`config.mk`:
```
export PLATFORM = sky130hd
export DESIGN_NAME = packet_scheduler
export DESIGN_NICKNAME = d
export VERILOG_FILES = /design/src/rtl/hdmi_packet_pkg.sv /design/src/rtl/packet_scheduler_period_flag.sv /design/src/rtl/packet_scheduler.sv
export SDC_FILE = /design/constraint.sdc
export NUM_CORES = 1
export LEC_CHECK = 0
export ABC_CLOCK_PERIOD_IN_PS = 5570
export CAP_MARGIN = 20
export CORE_MARGIN = 3
export CORE_UTILIZATION = 39
export DETAILED_ROUTE_END_ITERATION = 16
export GPL_TIMING_DRIVEN = 0
export PLACE_DENSITY_LB_ADDON = 0.05
export SYNTH_ARGS = -nofsm -noshare
export SYNTH_HDL_FRONTEND = slang
export SYNTH_HIERARCHICAL = 1
export SYNTH_SLANG_ARGS = --single-unit
```
`constraint.sdc`:
```
create_clock -name clk_pixel -period 5.57 [get_ports clk_pixel]
set_input_delay 0.557 -clock clk_pixel [delete_from_list [all_inputs] [get_ports clk_pixel]]
set_output_delay 0.557 -clock clk_pixel [all_outputs]
set_load 0.03 [all_outputs]
```
`src/rtl/hdmi_packet_pkg.sv`:
```
`default_nettype none
// ============================================================================
// Module   : hdmi_packet_pkg
// Brief    : Packet header type codes and scheduler state encoding shared by
//            the data-island scheduler. SENT_AVI exists only when
//            PACKET_SCHEDULER_AVI_EN is defined.
// Revision : 1.0 - initial release
// ============================================================================
package hdmi_packet_pkg;

    localparam logic [7:0] PKT_NULL         = 8'h00;
    localparam logic [7:0] PKT_ACR          = 8'h01;
    localparam logic [7:0] PKT_AUDIO_SAMPLE = 8'h02;
    localparam logic [7:0] PKT_AVI          = 8'h82;
    localparam logic [7:0] PKT_AUDIO_INFO   = 8'h84;

    typedef enum logic [2:0] {
        ST_IDLE        = 3'd0,
        ST_SENT_ACR    = 3'd1,
        ST_SENT_INFO   = 3'd2,
        ST_SENT_SAMPLE = 3'd3,
        ST_SENT_NULL   = 3'd4
`ifdef PACKET_SCHEDULER_AVI_EN
        , ST_SENT_AVI  = 3'd5
`endif
    } sched_state_t;

    // The state records the last choice, so the presented header is a pure
    // function of it and is registered for free.
    function automatic logic [7:0] state_to_type(input sched_state_t s);
        logic [7:0] t;
        case (s)
            ST_SENT_ACR:    t = PKT_ACR;
            ST_SENT_INFO:   t = PKT_AUDIO_INFO;
            ST_SENT_SAMPLE: t = PKT_AUDIO_SAMPLE;
`ifdef PACKET_SCHEDULER_AVI_EN
            ST_SENT_AVI:    t = PKT_AVI;
`endif
            default:        t = PKT_NULL;
        endcase
        return t;
    endfunction

endpackage
`default_nettype wire

```
`src/rtl/packet_scheduler_period_flag.sv`:
```
`default_nettype none
// ============================================================================
// Module   : period_flag
// Brief    : Frame-period counter with a sticky "due" flag. The flag is set
//            every PERIOD frame starts and cleared when the packet is sent.
// Revision : 1.0 - initial release
// ============================================================================
module period_flag #(
    parameter int PERIOD = 1
) (
    input  logic clk_pixel,
    input  logic reset,
    input  logic frame_start,
    input  logic clear,
    output logic due
);

    localparam logic [7:0] c_last = 8'(PERIOD - 1);

    logic [7:0] r_ctr;
    logic       r_due;
    logic       w_wrap;

    assign w_wrap = frame_start && (r_ctr == c_last);

    always_ff @(posedge clk_pixel or posedge reset) begin
        if (reset) begin
            r_ctr <= '0;
            r_due <= 1'b1;
        end else begin
            if (frame_start) begin
                r_ctr <= w_wrap ? 8'd0 : r_ctr + 8'd1;
            end
            // A send in the wrap cycle consumes the freshly set flag.
            if (clear) begin
                r_due <= 1'b0;
            end else if (w_wrap) begin
                r_due <= 1'b1;
            end
        end
    end

    // Setting is visible in the same cycle so a coincident decision sees it.
    assign due = r_due | w_wrap;

endmodule
`default_nettype wire

```
`src/rtl/packet_scheduler.sv`:
```
`default_nettype none
// ============================================================================
// Module   : packet_scheduler
// Brief    : Data-island packet arbiter: ACR > InfoFrame > audio sample > null,
//            with the sample-consume strobe for the audio buffer.
//            Define PACKET_SCHEDULER_AVI_EN to add a per-frame AVI InfoFrame.
// Revision : 1.0 - initial release
// ============================================================================
module packet_scheduler
    import hdmi_packet_pkg::*;
#(
    parameter int INFOFRAME_PERIOD = 1,
    parameter int ACR_PERIOD       = 1,
    parameter int MIN_SAMPLES      = 1,
    parameter int BIT_WIDTH        = 10
) (
    input  logic                 clk_pixel,
    input  logic                 reset,
    input  logic [BIT_WIDTH-1:0] cx,
    input  logic [BIT_WIDTH-1:0] cy,
    input  logic                 packet_enable,
    input  logic [6:0]           remaining,
    output logic [7:0]           packet_type,
    output logic                 sample_consume,
    output logic [7:0]           frame_count
);

    localparam logic [6:0] c_min_samples = 7'(MIN_SAMPLES);

    sched_state_t r_state;
    sched_state_t w_state_next;
    logic [7:0]   r_frame_count;
    logic         w_frame_start;
    logic         w_acr_due;
    logic         w_info_due;
    logic         w_clr_acr;
    logic         w_clr_info;

    assign w_frame_start = (cx == '0) && (cy == '0);

    period_flag #(.PERIOD(ACR_PERIOD)) u_acr_flag (
        .clk_pixel   (clk_pixel),
        .reset       (reset),
        .frame_start (w_frame_start),
        .clear       (w_clr_acr),
        .due         (w_acr_due)
    );

    period_flag #(.PERIOD(INFOFRAME_PERIOD)) u_info_flag (
        .clk_pixel   (clk_pixel),
        .reset       (reset),
        .frame_start (w_frame_start),
        .clear       (w_clr_info),
        .due         (w_info_due)
    );

`ifdef PACKET_SCHEDULER_AVI_EN
    logic w_avi_due;
    logic w_clr_avi;

    period_flag #(.PERIOD(1)) u_avi_flag (
        .clk_pixel   (clk_pixel),
        .reset       (reset),
        .frame_start (w_frame_start),
        .clear       (w_clr_avi),
        .due         (w_avi_due)
    );
`endif

    always_ff @(posedge clk_pixel or posedge reset) begin
        if (reset) begin
            r_state <= ST_IDLE;
        end else begin
            r_state <= w_state_next;
        end
    end

    // Every decision is purely priority-driven; the current state only holds
    // the header between packet_enable pulses.
    always_comb begin
        w_state_next = r_state;
        w_clr_acr    = 1'b0;
        w_clr_info   = 1'b0;
`ifdef PACKET_SCHEDULER_AVI_EN
        w_clr_avi    = 1'b0;
`endif
        if (packet_enable) begin
            if (w_acr_due) begin
                w_state_next = ST_SENT_ACR;
                w_clr_acr    = 1'b1;
            end
`ifdef PACKET_SCHEDULER_AVI_EN
            else if (w_avi_due) begin
                w_state_next = ST_SENT_AVI;
                w_clr_avi    = 1'b1;
            end
`endif
            else if (w_info_due) begin
                w_state_next = ST_SENT_INFO;
                w_clr_info   = 1'b1;
            end else if (remaining >= c_min_samples) begin
                w_state_next = ST_SENT_SAMPLE;
            end else begin
                w_state_next = ST_SENT_NULL;
            end
        end
    end

    always_ff @(posedge clk_pixel or posedge reset) begin
        if (reset) begin
            r_frame_count <= '0;
        end else if (w_frame_start) begin
            r_frame_count <= r_frame_count + 8'd1;
        end
    end

    assign packet_type    = state_to_type(r_state);
    assign frame_count    = r_frame_count;
    // Held off during reset so the buffer is never popped without a send.
    assign sample_consume = packet_enable && !reset && (w_state_next == ST_SENT_SAMPLE);

endmodule
`default_nettype wire

```
After elaboration in Yosys (flattened, before gate mapping)
Index checks and enable logic that the tools add are counted.

Output and inout bits: 17. Memories: 0. Input port bits: 30. Bits in registers: 29. Bits in latches: 0. Bits in read-only memories: 0. Memory bits (writable): 0.

Multiplexer cells: 16. Add/subtract/negate cells: 3. Reductions and logical operators: 12. Divide/modulo/power cells: 0. Shift-type cells: 0. Order comparisons: 1. Equality and inequality tests: 4. $mul: 0. Bitwise gates (word level): 2.

Operators with widths (number): adder 8 x 1 -> 8 bit (second input constant) (3); one-hot mux 8 bit (3 select lines) (1); logical NOT 10 bit (2); logical NOT 8 bit (2); two-way mux 8 bit (2); two-way mux 3 bit (4); == test 3 x 2 -> 1 bit (second input constant) (3); two-way mux 1 bit (9); greater-or-equal comparator 7 x 1 -> 1 bit (second input constant) (1); logical AND 1 bit (5); nonzero test 2 bit (2); == test 3 x 1 -> 1 bit (second input constant) (1); bitwise OR 1 bit (2); logical NOT 1 bit (1).

Longest topological paths before layout
Gate-level depths: netlist of run 1.

Depth after elaboration: 9. Depth in mapped cells: 9.

By module
The synthesis of run 1 kept the hierarchy.

Modules (own cells, without submodules): period_flag (seq. area each 226.5 µm², area an instance 436.7 µm², cells each 40, instances 2); packet_scheduler (seq. area each 275.3 µm², area an instance 668.1 µm², cells each 68, instances 1).

Worst setup path before layout of run 1
No wires, ideal clock.

Path kind: in2out. From: input port cx[4]. To: output port sample_consume. Cell stages on the path: 8. Buffers on the path: 1. Setup slack: 1.839 ns. Arrival: 3.174 ns. Cells stage by stage: nor4_2 > nand2_1 > nor2_2 > buf_2 > and4b_1 > or2_1 > nand2b_1 > a2111oi_0.

RTL lines: start, declared (RTL line packet_scheduler.sv:19) `input logic [BIT_WIDTH-1:0] cx,`; logical NOT 10 bit (RTL line packet_scheduler.sv:39) `assign w_frame_start = (cx == '0) && (cy == '0);`; logical AND 1 bit (RTL line packet_scheduler.sv:39); via w_frame_start (RTL line packet_scheduler.sv:33) `logic w_frame_start;`; logical AND 1 bit (RTL line packet_scheduler_period_flag.sv:24) `assign w_wrap = frame_start && (r_ctr == c_last);`; bitwise OR 1 bit (RTL line packet_scheduler_period_flag.sv:44) `assign due = r_due | w_wrap;`; via w_acr_due (RTL line packet_scheduler.sv:34) `logic w_acr_due;`; two-way mux 3 bit (RTL line packet_scheduler.sv:88) `if (w_acr_due) begin`; two-way mux 3 bit (RTL line packet_scheduler.sv:87) `if (packet_enable) begin`; == test 3 x 2 -> 1 bit (RTL line packet_scheduler.sv:120) `assign sample_consume = packet_enable && !reset && (w_state_next == ST_SENT_SAMPLE);`; logical AND 1 bit (RTL line packet_scheduler.sv:120); end, declared (RTL line packet_scheduler.sv:24) `output logic sample_consume,`.

The timed path passes the listed nets, and every way through them passes these cells.

Worst setup path after layout of run 1
Ends and elaborated chain as after synthesis.

==> results of run 1 <==
-- metrics by stage --
step                hold slack [ns]  setup WS (ns)  area, µm²  power [µW]
global route                  0.484           1.40       2120         438
CTS                           0.473           1.54       2120         427
finish                        0.466           1.59       2120         420
global placement              0.456           1.56       2030         259
detailed placement            0.461           1.54       2030         259
floorplan                     0.384           1.84       1550         232
-- registers in the layout (all words and copies together) (netlist names) --
signal / cells
r_state: 3
frame_count: 8
u_info_flag/r_due: 1
u_info_flag/r_ctr: 8
u_acr_flag/r_due: 1
u_acr_flag/r_ctr: 8
-- cell families (layout without fill, tap and decap cells) --
| group | count (synthesis) | count (layout) | share of synthesized area [%] |
|---|---|---|---|
| simple gates | 65 | 65 | 26.5 |
| flops | 29 | 29 | 47.2 |
| xor+xnor | 19 | 19 | 10.8 |
| buf+inv | 18 | 68 | 5.76 |
| compound gates | 10 | 10 | 4.63 |
| fa+ha+maj | 5 | 5 | 4.06 |
| other cells | 1 | 4 | 0.243 |
| mux | 1 | 1 | 0.730 |
-- worst max path at each step --
stage | startpoint | endpoint | depth (start not counted) | slack (ns)
6_report | cx[4] | sample_consume | 10 | 1.59
5_1_grt | cx[7] | sample_consume | 10 | 1.40
4_1_cts | cx[4] | sample_consume | 10 | 1.54
3_5_place_dp | cx[4] | sample_consume | 10 | 1.54
3_3_place_gp | cx[5] | sample_consume | 10 | 1.56
2_1_floorplan | cx[4] | sample_consume | 8 | 1.84
-- cell usage after synthesis, types with 3 or more instances --
master / n
and3_1: 6
nand4_1: 8
inv_1: 11
o22ai_1: 3
nand3_1: 3
nor3_1: 6
dfrtp_1: 27
nor4_2: 6
buf_4: 5
ha_1: 5
nand2b_1: 3
xor2_1: 8
nor2_1: 9
nand2_1: 13
xnor2_1: 11
-- worst reg2reg max path, stage by stage, from the launching register on --
cell and delay [ns]:
dfrtp_1 0.39, inv_1 0.07, ha_1 0.19, nor4b_2 0.15, and4b_1 0.24, or2_1 0.23, nand2b_1 0.20, o32ai_1 0.24
-- where the power goes --
part           internal [µW]  switching [µW]  leakage (µW)
clock                   86.3            78.3     0.0000450
combinational           24.7            18.8      0.000524
sequential               211           0.269      0.000374
-- layer usage --
metal	global-route usage (%)	part of all wire, %
met1	17.7	44
met2	24.2	50
met3	3.89	5.5
met4	5.11	1.3
met5	0	0
-- area by class of cell --
type,instances,area [µm²],area share (%)
multi-input combinational,104,736,34.8
clock inverter,2,10.0,0.473
inverter,11,41.3,1.95
clock buffer,6,72.6,3.43
buffer,7,47.5,2.25
tap,48,60.1,2.84
sequential,29,728,34.4
timing repair buffer,42,420,19.9
==> flow_summary.ini, run 1 <==
[cts]
clk_latency_ns = 0.28
cts_sinks = 29
h-tree-depth = 2
cts_tree = done
hold_buffers = 0
numCtsBuffers = 5
post_cts_buffers = 0
clk_pin_slew_ns = 0.06
clock_path_buffers = 2
cts_root_buffer = clkbuf_8
cts_repair_resize_count = 0

[yosys]
async_flop_share_pct = 100
synth_area_per_cell_um2 = 10.4
synth_warnings = 6
ys_seq_area_share_pct = 47.2
synth_seq_cells = 29
yosys-top-cells-area = dfrtp_1 44%, xnor2_1 6.3%, nor4_2 4.9%
synth_edf_count = 0
syn_inst = 148
yosys_most_used_dff = dfrtp_1
netlist_area_mm2 = 0.00154
ys_types = 32
synth_top_area_share_pct = 43.8
synth.largest_area_cell = dfrtp_1

[pwr]
p_per_area_mw_per_mm2 = 198
p_leak_uw = 0.000943
ir_drop_uv = 144

[global_route]
antenna_found_initial = 0
grt-ovfl-total = 0
grt_max_degree = 12
grt_pass1_wl_um = 5060
grt_pass1_vias = 1128
grt.total_usage_pct = 14.4

[route]
wl_per_cell_um = 12.6
drt-total-wl_um = 3150
vias = 1214
drtIter0Drc = 44
drcViolationCount = 0
ant_nets = 0
post_drt_via_cell_ratio = 4.88
first_pass_iters = 4

[floorplanning]
io_pins = 47
start_util_pct = 41.2
die_h_um = 68.9
core_area_mm2 = 0.00374
dieArea_mm2 = 0.00474
std_cell_rows = 22
die_w_um = 68.9

[timing]
fin_crit_sh_pct = 71.4
finalSetupTns_ns = 0
period_minus_slack_ns = 3.98
timing.fmax_mhz = 251
skew_ns = 0.00852
rsz0062_at_grt = no
setup_viol = 0
slew_violations = 0
finalHoldViolations = 0

[worst_hold_path]
hold-path-cell-count = 1
min_from = u_acr_flag/r_ctr[7]$_DFFE_PP0P_
hold_path_end = u_acr_flag/r_ctr[7]$_DFFE_PP0P_
hold_class = register to register

[run]
max_cap_viol_count = 0

[critical_path]
cp.required_ns = 5.01
r2r-end = r_state[2]$_DFF_PP0_
cp-end-kind = output pin
critPathMaxFanout = 9
startpoint_type = primary input
cp_slowest_stage_delay_ns = 0.76
reg2reg_slack_ns = 3.76
ff2ff_path_depth = 7
cp.arrival_ns = 3.42
path_common_cell = clkdlybuf4s50_1
cpLargestDelayFamily = buffers and inverters
critPathKind = primary input to output pin
reg2reg_from = u_acr_flag/r_ctr[0]$_DFFE_PP0P_
worst-path-buf-inv = 3
cp_slowest_cell = clkdlybuf4s50_1
worstPathCellList = clkdlybuf4s50_1 > nor4_2 > nand2_1 > nor2_2 > buf_2 > and4b_1 > or2_1 > nand2b_1 > a2111oi_0 > clkdlybuf4s50_1

[layout]
layout_commonest_cell = clkdlybuf4s50_1
fin_cells = 249
final_cell_mix = 42 x clkdlybuf4s50_1, 27 x dfrtp_1, 13 x nand2_1, 11 x inv_1, 11 x xnor2_1
layout.nets = 235
final_util_pct = 56.5
n_antenna_cell = 0
area_growth_pct = 37.3
nFillCells = 343
drive_gt1_share_pct = 12.9

[placed_design]
dpl.cell_count = 241
hpwlAfterDp_um = 2470
port_buffers = 42
gp_congestion = 0.796

[run_status]
outcome = completed
Note: power is estimated with default switching activity, not from simulation.
==> inputs of run 2 (changes only) <==
--- a/config.mk
+++ b/config.mk
@@ -5,7 +5,7 @@
 export SDC_FILE = /design/constraint.sdc
 export NUM_CORES = 1
 export LEC_CHECK = 0
-export ABC_CLOCK_PERIOD_IN_PS = 5570
+export ABC_CLOCK_PERIOD_IN_PS = 4100
 export CAP_MARGIN = 20
 export CORE_MARGIN = 3
 export CORE_UTILIZATION = 39
==> constraint.sdc (replaced) <==
create_clock -name clk_pixel -period 4.1 [get_ports clk_pixel]
set_input_delay 0.41 -clock clk_pixel [delete_from_list [all_inputs] [get_ports clk_pixel]]
set_output_delay 0.41 -clock clk_pixel [all_outputs]
set_load 0.03 [all_outputs]
==> results of run 2 <==
The final DEF is identical to that of run 1. Status: completed.
Main changes from that run: setup slack after placement 1.54 ns -> 0.361 ns; setup slack after layout 1.59 ns -> 0.417 ns; register-to-register setup slack 3.76 ns -> 2.29 ns; total power 420 µW -> 570 µW; worst IR drop on VDD 144 µV -> 196 µV
==> inputs of run 3 (changes only) <==
--- a/config.mk
+++ b/config.mk
@@ -7,11 +7,13 @@
 export LEC_CHECK = 0
 export ABC_CLOCK_PERIOD_IN_PS = 4100
 export CAP_MARGIN = 20
+export CELL_PAD_IN_SITES_DETAIL_PLACEMENT = 2
+export CELL_PAD_IN_SITES_GLOBAL_PLACEMENT = 2
 export CORE_MARGIN = 3
-export CORE_UTILIZATION = 39
+export CORE_UTILIZATION = 28
 export DETAILED_ROUTE_END_ITERATION = 16
 export GPL_TIMING_DRIVEN = 0
-export PLACE_DENSITY_LB_ADDON = 0.05
+export PLACE_DENSITY = 0.75
 export SYNTH_ARGS = -nofsm -noshare
 export SYNTH_HDL_FRONTEND = slang
 export SYNTH_HIERARCHICAL = 1
==> run 3 against run 2 <==
  * Clock-buffer cell count increased by 1
  * Maximum frequency about the same
  * Hold slack improved by 0.015 ns
  * Clock power increased by 13%
  * Power increased by 5.1%
  * Global-route usage increased by 0.11 points
  * Wire length increased by 32%
  * Core utilization decreased by 15 points
==> flow_summary.ini, run 3 (same netlist as run 1, synthesis figures left out) <==
[run_status]
outcome = completed

[floorplanning]
std_cell_rows = 26
core_area_mm2 = 0.00520
start_util_pct = 29.6
io_pins = 47
dieArea_mm2 = 0.00643
die_w_um = 80.2
die_h_um = 80.2

[layout]
layout.nets = 235
layout_commonest_cell = clkdlybuf4s50_1
area_growth_pct = 40.3
final_util_pct = 41.5
final_cell_mix = 42 x clkdlybuf4s50_1, 27 x dfrtp_1, 13 x nand2_1, 11 x inv_1, 11 x xnor2_1
drive_gt1_share_pct = 13.4
n_antenna_cell = 0

[pwr]
ir_drop_uv = 174
p_per_area_mw_per_mm2 = 277
p_leak_uw = 0.000952
power_frac_comb_pct = 10.0
netSwitchingFraction_pct = 21.2
clockPowerShare_pct = 42.0
seqPwrFrac_pct = 48.0
switchingPower_uw = 127
internal_power_uw = 472

[critical_path]
critPathMaxFanout = 9
cp-startpoint = cx[5]
reg2reg_from = u_acr_flag/r_ctr[0]$_DFFE_PP0P_
cp.arrival_ns = 3.27
cp.required_ns = 3.69
critPathKind = primary input to output pin
cp-end-kind = output pin
startpoint_type = primary input

[timing]
finalSetupTns_ns = 0
timing.fmax_mhz = 272
period_minus_slack_ns = 3.68
fin_crit_sh_pct = 89.8
setup_viol = 0
slew_violations = 0
finalHoldViolations = 0
rsz0062_at_grt = no
skew_ns = 0.00622

[cts]
cts_sinks = 29
h-tree-depth = 2
hold_buffers = 0
cts_root_buffer = clkbuf_8
post_cts_buffers = 0
clk_latency_ns = 0.27
clk_pin_slew_ns = 0.06
clock_path_buffers = 2
numCtsBuffers = 5
cts_repair_resize_count = 0
cts_tree = done

[global_route]
grt.total_usage_pct = 14.5
grt_pass1_wl_um = 7180
grt_max_degree = 12
grt_pass1_vias = 1456
antenna_found_initial = 0
grt-ovfl-total = 0

[route]
drcViolationCount = 0
ant_nets = 0
vias = 1259
drtIter0Drc = 21
drt-total-wl_um = 4150
first_pass_iters = 3
post_drt_via_cell_ratio = 4.65
wl_per_cell_um = 15.3

[placed_design]
port_buffers = 42
hpwlAfterDp_um = 3490
gp_congestion = 0.779

[worst_hold_path]
hold_class = register to register
min_from = u_info_flag/r_ctr[7]$_DFFE_PP0P_

[run]
max_cap_viol_count = 0
run 3: cell types whose count changed in the layout (fill, tap and decap cells not counted):
cell	delta
clkbuf_8	+2
clkbuf_1	-1
clkinv_2	-1
run 3: worst max-delay path: stages:
cell and delay (ns):
clkdlybuf4s50_1 0.47, nor4_2 0.06, nand2_1 0.22, nor2_2 0.10, buf_2 0.18, and4b_1 0.25
or2_1 0.23, nand2b_1 0.20, a2111oi_0 0.38, clkdlybuf4s50_1 0.75
run 3: per-stage QoR:
step	total power, µW	std cells	worst slack [ns]	hold slack, ns	area, µm²
after detailed placement	353	263	0.325	0.475	2060
after global placement	351	263	0.401	0.454	2060
final	599	271	0.419	0.481	2160
after floorplan	315	151	0.663	0.237	1550
after global routing	632	271	0.154	0.521	2160
after CTS	612	271	0.342	0.479	2160
run 3: path summary, 6_finish.rpt:
path / endpoint / slack, ns / cells past startpoint
max in group asynchronous: u_acr_flag/r_due$_DFFE_PP1P_ / 3.27 / 2
worst max-delay path: sample_consume / 0.42 / 10
worst min-delay path: u_info_flag/r_ctr[7]$_DFFE_PP0P_ / 0.48 / 1
min in group asynchronous: u_info_flag/r_ctr[2]$_DFFE_PP0P_ / 0.49 / 2
worst max register to register: r_state[2]$_DFF_PP0_ / 2.27 / 7
worst min register to register: u_info_flag/r_ctr[7]$_DFFE_PP0P_ / 0.48 / 1
run 3: cell type report:
type                       count  area, µm²
timing repair buffer          42        420
multi-input combinational    104        736
clock inverter                 1       5.00
buffer                         7       47.5
clock buffer                   7       96.3
fill                         573       3040
tap                           70       87.6
sequential                    29        728
inverter                      11       41.3
run 3: power by group through the flow:
stage	Clock, µW	Combinational [µW]	Sequential (µW)
2_1_floorplan	0	22.2	293
3_3_place_gp	0	58.7	293
3_5_place_dp	0	60.4	293
4_1_cts	263	60.6	288
5_1_grt	279	65.2	288
6_report	252	59.7	288
run 3: per-layer routing:
metal  routed length [µm]  global-route usage (%)
met1                 1660                    16.1
met2                 2350                    27.8
met3                  103                    3.25
met4                   43                    3.21
met5                    0                       0
